==> config.mk <==
export PLATFORM = sky130hd
export DESIGN_NAME = threshold_fifo
export DESIGN_NICKNAME = d
export VERILOG_FILES = /design/src/rtl/fifo_pkg.sv /design/src/rtl/fifo_ram.sv /design/src/rtl/threshold_fifo.sv
export SDC_FILE = /design/constraint.sdc
export NUM_CORES = 1
export LEC_CHECK = 0
export ABC_AREA = 1
export ABC_CLOCK_PERIOD_IN_PS = 2100
export CAP_MARGIN = 20
export CELL_PAD_IN_SITES_DETAIL_PLACEMENT = 0
export CELL_PAD_IN_SITES_GLOBAL_PLACEMENT = 2
export CORE_UTILIZATION = 34
export DETAILED_ROUTE_END_ITERATION = 8
export PLACE_DENSITY_LB_ADDON = 0.1
export SLEW_MARGIN = 10
export SYNTH_ARGS = -nofsm -noshare
export SYNTH_HDL_FRONTEND = slang
export SYNTH_HIERARCHICAL = 1
export SYNTH_SLANG_ARGS = --single-unit
==> constraint.sdc <==
create_clock -name clk -period 2.1 [get_ports clk]
set_clock_uncertainty 0.1 [all_clocks]
set_input_delay 0.42 -clock clk [delete_from_list [all_inputs] [get_ports clk]]
set_output_delay 0.42 -clock clk [all_outputs]
set_load 0.02 [all_outputs]
==> src/rtl/fifo_pkg.sv <==
// Shared types and elaboration helpers for the threshold FIFO.
package fifo_pkg;

   typedef enum logic {
      FIFO_STD  = 1'b0,
      FIFO_FWFT = 1'b1
   } fifo_mode_e;

   function automatic bit is_pow2(input int n);
      return (n > 0) && ((n & (n - 1)) == 0);
   endfunction

endpackage

==> src/rtl/fifo_ram.sv <==
// W x DEPTH storage: one synchronous write port, one asynchronous read port, no reset.
// Read data is combinational from rd_addr; a write becomes visible the cycle after the edge.
module fifo_ram #(
   parameter int W     = 8,
   parameter int DEPTH = 16,
   parameter int AW    = $clog2(DEPTH)
) (
   input  logic          clk,
   input  logic          we,
   input  logic [AW-1:0] wr_addr,
   input  logic [W-1:0]  wr_data,
   input  logic [AW-1:0] rd_addr,
   output logic [W-1:0]  rd_data
);

   logic [W-1:0] mem [DEPTH];

   always_ff @(posedge clk) begin
      if (we) begin
         mem[wr_addr] <= wr_data;
      end
   end

   assign rd_data = mem[rd_addr];

endmodule

==> src/rtl/threshold_fifo.sv <==
// Synchronous FIFO with occupancy count, full/empty and programmable almost flags.
// STD mode: read data 1 cycle after an accepted read; FWFT: head word shown continuously. Rejected ops pulse overflow/underflow.
module threshold_fifo
   import fifo_pkg::*;
#(
   parameter int         MSB      = 7,
   parameter int         LSB      = 0,
   parameter int         DEPTH    = 16,
   parameter int         AF_LEVEL = DEPTH - 2,
   parameter int         AE_LEVEL = 1,
   parameter fifo_mode_e MODE     = FIFO_STD
) (
   input  logic                     clk,
   input  logic                     reset,
   input  logic [MSB:LSB]           in,
   input  logic                     write,
   input  logic                     read,
   output logic [MSB:LSB]           out,
   output logic                     full,
   output logic                     empty,
   output logic                     almost_full,
   output logic                     almost_empty,
   output logic [$clog2(DEPTH):0]   count,
   output logic                     overflow,
   output logic                     underflow
);

   localparam int W  = MSB - LSB + 1;
   localparam int AW = $clog2(DEPTH);
   localparam int CW = AW + 1;

   if (!is_pow2(DEPTH) || DEPTH < 2) begin : g_bad_depth
      $error("threshold_fifo: DEPTH must be a power of two and at least 2");
   end
   if (AF_LEVEL < 1 || AF_LEVEL > DEPTH) begin : g_bad_af
      $error("threshold_fifo: AF_LEVEL out of range 1..DEPTH");
   end
   if (AE_LEVEL < 0 || AE_LEVEL > DEPTH - 1) begin : g_bad_ae
      $error("threshold_fifo: AE_LEVEL out of range 0..DEPTH-1");
   end

   logic [AW-1:0] wr_ptr;
   logic [AW-1:0] rd_ptr;
   logic [W-1:0]  rd_data;
   logic          wr_acc;
   logic          rd_acc;

   // A read on empty is refused even with a concurrent write; a write on full
   // is allowed only when a read frees the slot in the same cycle.
   assign rd_acc = read && !empty;
   assign wr_acc = write && (!full || rd_acc);

   assign full         = (count == CW'(DEPTH));
   assign empty        = (count == '0);
   assign almost_full  = (count >= CW'(AF_LEVEL));
   assign almost_empty = (count <= CW'(AE_LEVEL));

   fifo_ram #(
      .W     (W),
      .DEPTH (DEPTH),
      .AW    (AW)
   ) u_ram (
      .clk     (clk),
      .we      (wr_acc),
      .wr_addr (wr_ptr),
      .wr_data (in),
      .rd_addr (rd_ptr),
      .rd_data (rd_data)
   );

   always_ff @(posedge clk) begin
      if (reset) begin
         wr_ptr    <= '0;
         rd_ptr    <= '0;
         count     <= '0;
         overflow  <= 1'b0;
         underflow <= 1'b0;
      end else begin
         if (wr_acc) begin
            wr_ptr <= wr_ptr + AW'(1);
         end
         if (rd_acc) begin
            rd_ptr <= rd_ptr + AW'(1);
         end
         case ({wr_acc, rd_acc})
            2'b10:   count <= count + CW'(1);
            2'b01:   count <= count - CW'(1);
            default: count <= count;
         endcase
         overflow  <= write && !wr_acc;
         underflow <= read && !rd_acc;
      end
   end

   if (MODE == FIFO_STD) begin : g_std
      logic [W-1:0] out_q;

      always_ff @(posedge clk) begin
         if (reset) begin
            out_q <= '0;
         end else if (rd_acc) begin
            out_q <= rd_data;
         end
      end

      assign out = out_q;
   end else begin : g_fwft
      assign out = rd_data;
   end

endmodule

# Word-level counts from Yosys, hierarchy flattened
# Memories as Yosys holds them, arrays and structs flattened. A register that Yosys moved wholly into a read port is not among the register bits.
# Cells that the tools add are included.
# word_totals
reg_bits	15
mem_bits_rw	128
output_inout_bits	19
memories	1
# op_classes
add_sub_neg	4
n_lt_le_gt_ge	2
eq_ne	3
n_mux	3
reduce_logical	11
# mem_list
memory	depth	width	read_ports	rd_clocked_by_memory_dff	wr	line_no	rtl
u_ram.mem	16	8	1	1	1	fifo_ram.sv:16	logic [W-1:0] mem [DEPTH];
# op_table
operator	n
5-bit case mux with 2 select lines	1
4-bit by 1-bit adder with 4-bit output, second input constant	2
5-bit by 1-bit adder with 5-bit output, second input constant	1
5-bit equality test, second input constant	1
5-bit by 4-bit greater-or-equal comparator with 1-bit output, second input constant	1
5-bit by 1-bit <= comparator with 1-bit output, second input constant	1
5-bit zero test	1
5-bit by 1-bit subtractor with 5-bit output, second input constant	1
1-bit logical AND	4
1-bit zero test	4
2-bit by 1-bit equality test with 1-bit output, second input constant	1
2-bit equality test, second input constant	1
1-bit 2-to-1 mux	2
2-bit nonzero test	1
1-bit logical OR	1

# Longest topological paths before layout
# depth
depth_word	7
depth_mapped	10
mapped_depth_nobuf	9

# Modules after synthesis
# Netlist, hierarchy kept.
# modules_own_cells
module	instances	cells_per_inst	area_per_inst_um2	seq_area_each_um2
fifo_ram	1	543	5606.6	3843.7
threshold_fifo	1	169	1275.0	460.4

# Worst setup path before layout
# No wires, ideal clock.
# synth_timing
kind	reg-to-reg
start	register count[0]
end	memory u_ram.mem[12][0] (enable)
t_arrival_ps	1867
t_required_ps	1630
setup_slack_ps	-237
path_stages_with_launch	8
cell_sequence	dfxtp_1 > inv_1 > ha_1 > nand4_2 > nand2_1 > inv_2 > nand3_1 > nor2_1
# synth_between
elab_chain_cells	7
# synth_lines
element	line_no	rtl
start, declared	threshold_fifo.sv:23	output logic [$clog2(DEPTH):0] count,
start signal, assigned	threshold_fifo.sv:86	2'b10: count <= count + CW'(1);
start signal, assigned	threshold_fifo.sv:87	2'b01: count <= count - CW'(1);
start signal, assigned	threshold_fifo.sv:88	default: count <= count;
5-bit zero test	threshold_fifo.sv:54	assign empty = (count == '0);
1-bit zero test	threshold_fifo.sv:50	assign rd_acc = read && !empty;
1-bit logical AND	threshold_fifo.sv:50	
1-bit logical OR (*)	threshold_fifo.sv:51	assign wr_acc = write && (!full || rd_acc);
1-bit logical AND (*)	threshold_fifo.sv:51	
named net wr_acc	threshold_fifo.sv:45	logic wr_acc;
1-bit 2-to-1 mux (*)	fifo_ram.sv:19	if (we) begin
1-bit 2-to-1 mux (not written as such) (*)	fifo_ram.sv:20	mem[wr_addr] <= wr_data;
end, declared	fifo_ram.sv:16	
# Mark *: on every way through the listed nets, which the timed path passes. The rest lies on a longest branch.

# Worst setup path after layout
# layout_timing
start	register count[1]
end	output port count[1]
# No word-level cell between the ends.

==> reports/results.txt <==
mux share of post-synthesis cell area = 0%
core area = 19650 um2
post-route fraction of the period consumed by the critical path = 98.04%
share of synthesized cell area in full adder, half adder and majority cells = 1.273%
vias post-DR = 4844
worst hold slack = 0.3823 ns
Via density = 4.600
Die Footprint = 20810 um2
drt first pass iters = 5
worst setup timing slack at the placement stage = -0.2180 ns
Lkg Pwr = 3.509 nW
final total power = 8.561 mW
clock tree from TritonCTS = done
number of setup violations in the final report = 0
transition time of the tightest slew-check pin = 0.5217 ns
post-synthesis simple-gate area fraction = 23.98%
Final HPWL DP = 12.06 mm
routed length per placed instance = 17.13 um
number of antenna violations at the first check in global routing = 0
startpoint type of the worst setup path = flop
TritonCTS Sinks = 151
compound-cell area share of the yosys netlist = 1.818%
fin cells = 1053
Netlist cell types = 31
data required time of the worst path = 1.58 ns
ratio of total power to cell area = 1020 nW/um2
final std cell area, no fill = 8391 um2
number of remaining DRC errors = 0
effective utilization at floorplan = 35.01%
Net count, final = 794
Final Max Slew Viols = 0
Mapped Cells = 712
clock latency reported for the late side of the worst-skew pair = 0.43 ns
critical path arrival = 1.54 ns
# Max-Cap Violations = 0
combinational family with the most area after synthesis = simple AND/OR/NAND/NOR gates
number of top-level design ports = 31
Final Hold Viols = 0
area growth from synthesis to layout = 21.93%
FF+latch count, synth = 151
via count of the first global-routing pass = 4692
1st-iter DRT viols = 318
hold-fix buffers at CTS = 0
run status = finished, final reports clean
routability-driven placement congestion ratio = 0.7879
kind of end point of the critical path = primary output
worst IR drop on VDD = 0.6104 mV
proportion of synthesized chip area in sequential cells = 62.55%
area of the mapped netlist = 6882 um2
largest net degree at the start of global routing = 51
horizontal extent of the die = 144.3 um
min-delay worst type = reg -> reg
diode insertion count for antenna repair = 0
ratio of cells with drive above 1 in the final layout = 15.36%
most common cell after layout, fill and taps aside = sky130_fd_sc_hd__nand2_1
highest clock rate = 485.7 MHz
register clock-pin slew on the reported worst setup and hold paths = 0.06 ns
GRT Residual Overflow = 0
clock buffer count from CTS = 17
placed cell areas = 7729 um2
post-synthesis xor/xnor area fraction = 0.6364%
Port-buffer cells = 30
master cell of the clock root buffer = sky130_fd_sc_hd__clkbuf_16
wire length after detailed routing = 18.03 mm
Worst slew margin = 65.13%
synth warn = 6
Mapped Nets = 731
crit path time final = 2.059 ns
mean cell area of the mapped netlist = 9.665 um2
RSZ-0062 raised after global routing = yes
number of buffers between clock root and the deepest sink = 2
FP Rows = 51
H-Tree Depth = 4
highest fanout seen on the critical path = 7
gr usage total = 18.68%
die boundary height = 144.3 um
Setup WS post-layout = 0.04117 ns
CP Class = reg -> out
Final ANT Viol Nets = 0
placed instance count = 1017
commonest cells after routing, fill and taps aside = 202 x sky130_fd_sc_hd__nand2_1, 128 x sky130_fd_sc_hd__edfxtp_1, 108 x sky130_fd_sc_hd__inv_1
wire length of the first global-routing pass = 27.63 mm
-- report_power, final --
| part | leakage [nW] | total (mW) | internal [mW] | switching [mW] |
|---|---|---|---|---|
| logic | 1.88 | 1.97 | 0.722 | 1.25 |
| clock network | 0.283 | 3.11 | 1.87 | 1.24 |
| registers | 1.35 | 3.48 | 3.38 | 0.106 |
-- synth_stat cells, drive strengths merged --
cell,number,area [um2]
buf,28,220.2
ha,7,87.58
o31ai,1,7.510
nor3,3,15.01
nor4,1,6.260
clkinv,2,7.510
edfxtp,128,3844
xor2,1,8.760
o21ai,15,82.58
clkbuf,1,3.750
a21oi,7,35.03
dfxtp,23,460.4
xnor2,4,35.03
nor2,49,191.4
nand3,111,593.1
inv,117,439.2
nand3b,2,15.01
nand4,5,37.53
nand2,207,792.0
-- logic make-up after synthesis --
group / Yosys count
AOI/OAI and AO/OA: 23
adders and majority gates: 7
and+or+nand+nor: 378
buffers and inverters: 148
xor gates and xnor gates: 5
DFF: 151
-- metal layers --
metal | track usage, % | wire (um)
met1 | 25.95 | 8685
met2 | 29.24 | 8425
met3 | 3.609 | 677
met4 | 6.150 | 246
met5 | 0 | 0
-- cell type report --
cell class | instances | area, um2
clock buffers | 17 | 425.4
clock inverters | 15 | 176.4
fillers | 1974 | 11260
inverters | 119 | 451.7
multi-input cells | 413 | 2019
flip-flops and latches | 151 | 4315
well taps | 265 | 331.6
repair buffers | 73 | 670.6
-- final timing paths --
check | from | to | slack [ns] | cells past startpoint
setup / recovery | count[1]$_SDFFE_PP0P_ | count[1] | 0.04 | 2
hold / removal | out[6]$_SDFFE_PP0P_ | out[6]$_SDFFE_PP0P_ | 0.38 | 2
setup reg to reg | count[1]$_SDFFE_PP0P_ | u_ram/mem[4][6]$_DFFE_PP_ | 0.12 | 9
hold reg to reg | out[6]$_SDFFE_PP0P_ | out[6]$_SDFFE_PP0P_ | 0.38 | 2
-- sequential cells by signal, summed over array words and instances (netlist names) --
name	cells
wr_ptr	4
overflow	1
rd_ptr	4
out	8
underflow	1
count	5
u_ram/mem	128
-- repair_timing --
action,CTS,global route
resized for setup,22,7
buffers inserted,0,4
pin swaps,0,2
gates cloned,0,0
endpoints found under the setup margin,7,1
-- through the flow --
stage | util, % | setup TNS [ns]
CTS | 42.40 | 0
global route | 42.69 | -0.006815
finish | 42.69 | 0
floorplan | - | 0
detailed placement | 39.32 | -23.85
global placement | 39.32 | -19.63
-- worst max-delay path: stages, from the launching register on --
cell                              delay, ns
sky130_fd_sc_hd__dfxtp_4               0.36
sky130_fd_sc_hd__buf_4                 0.14
sky130_fd_sc_hd__clkdlybuf4s50_1       0.61
(Power assumes the default switching activity.)
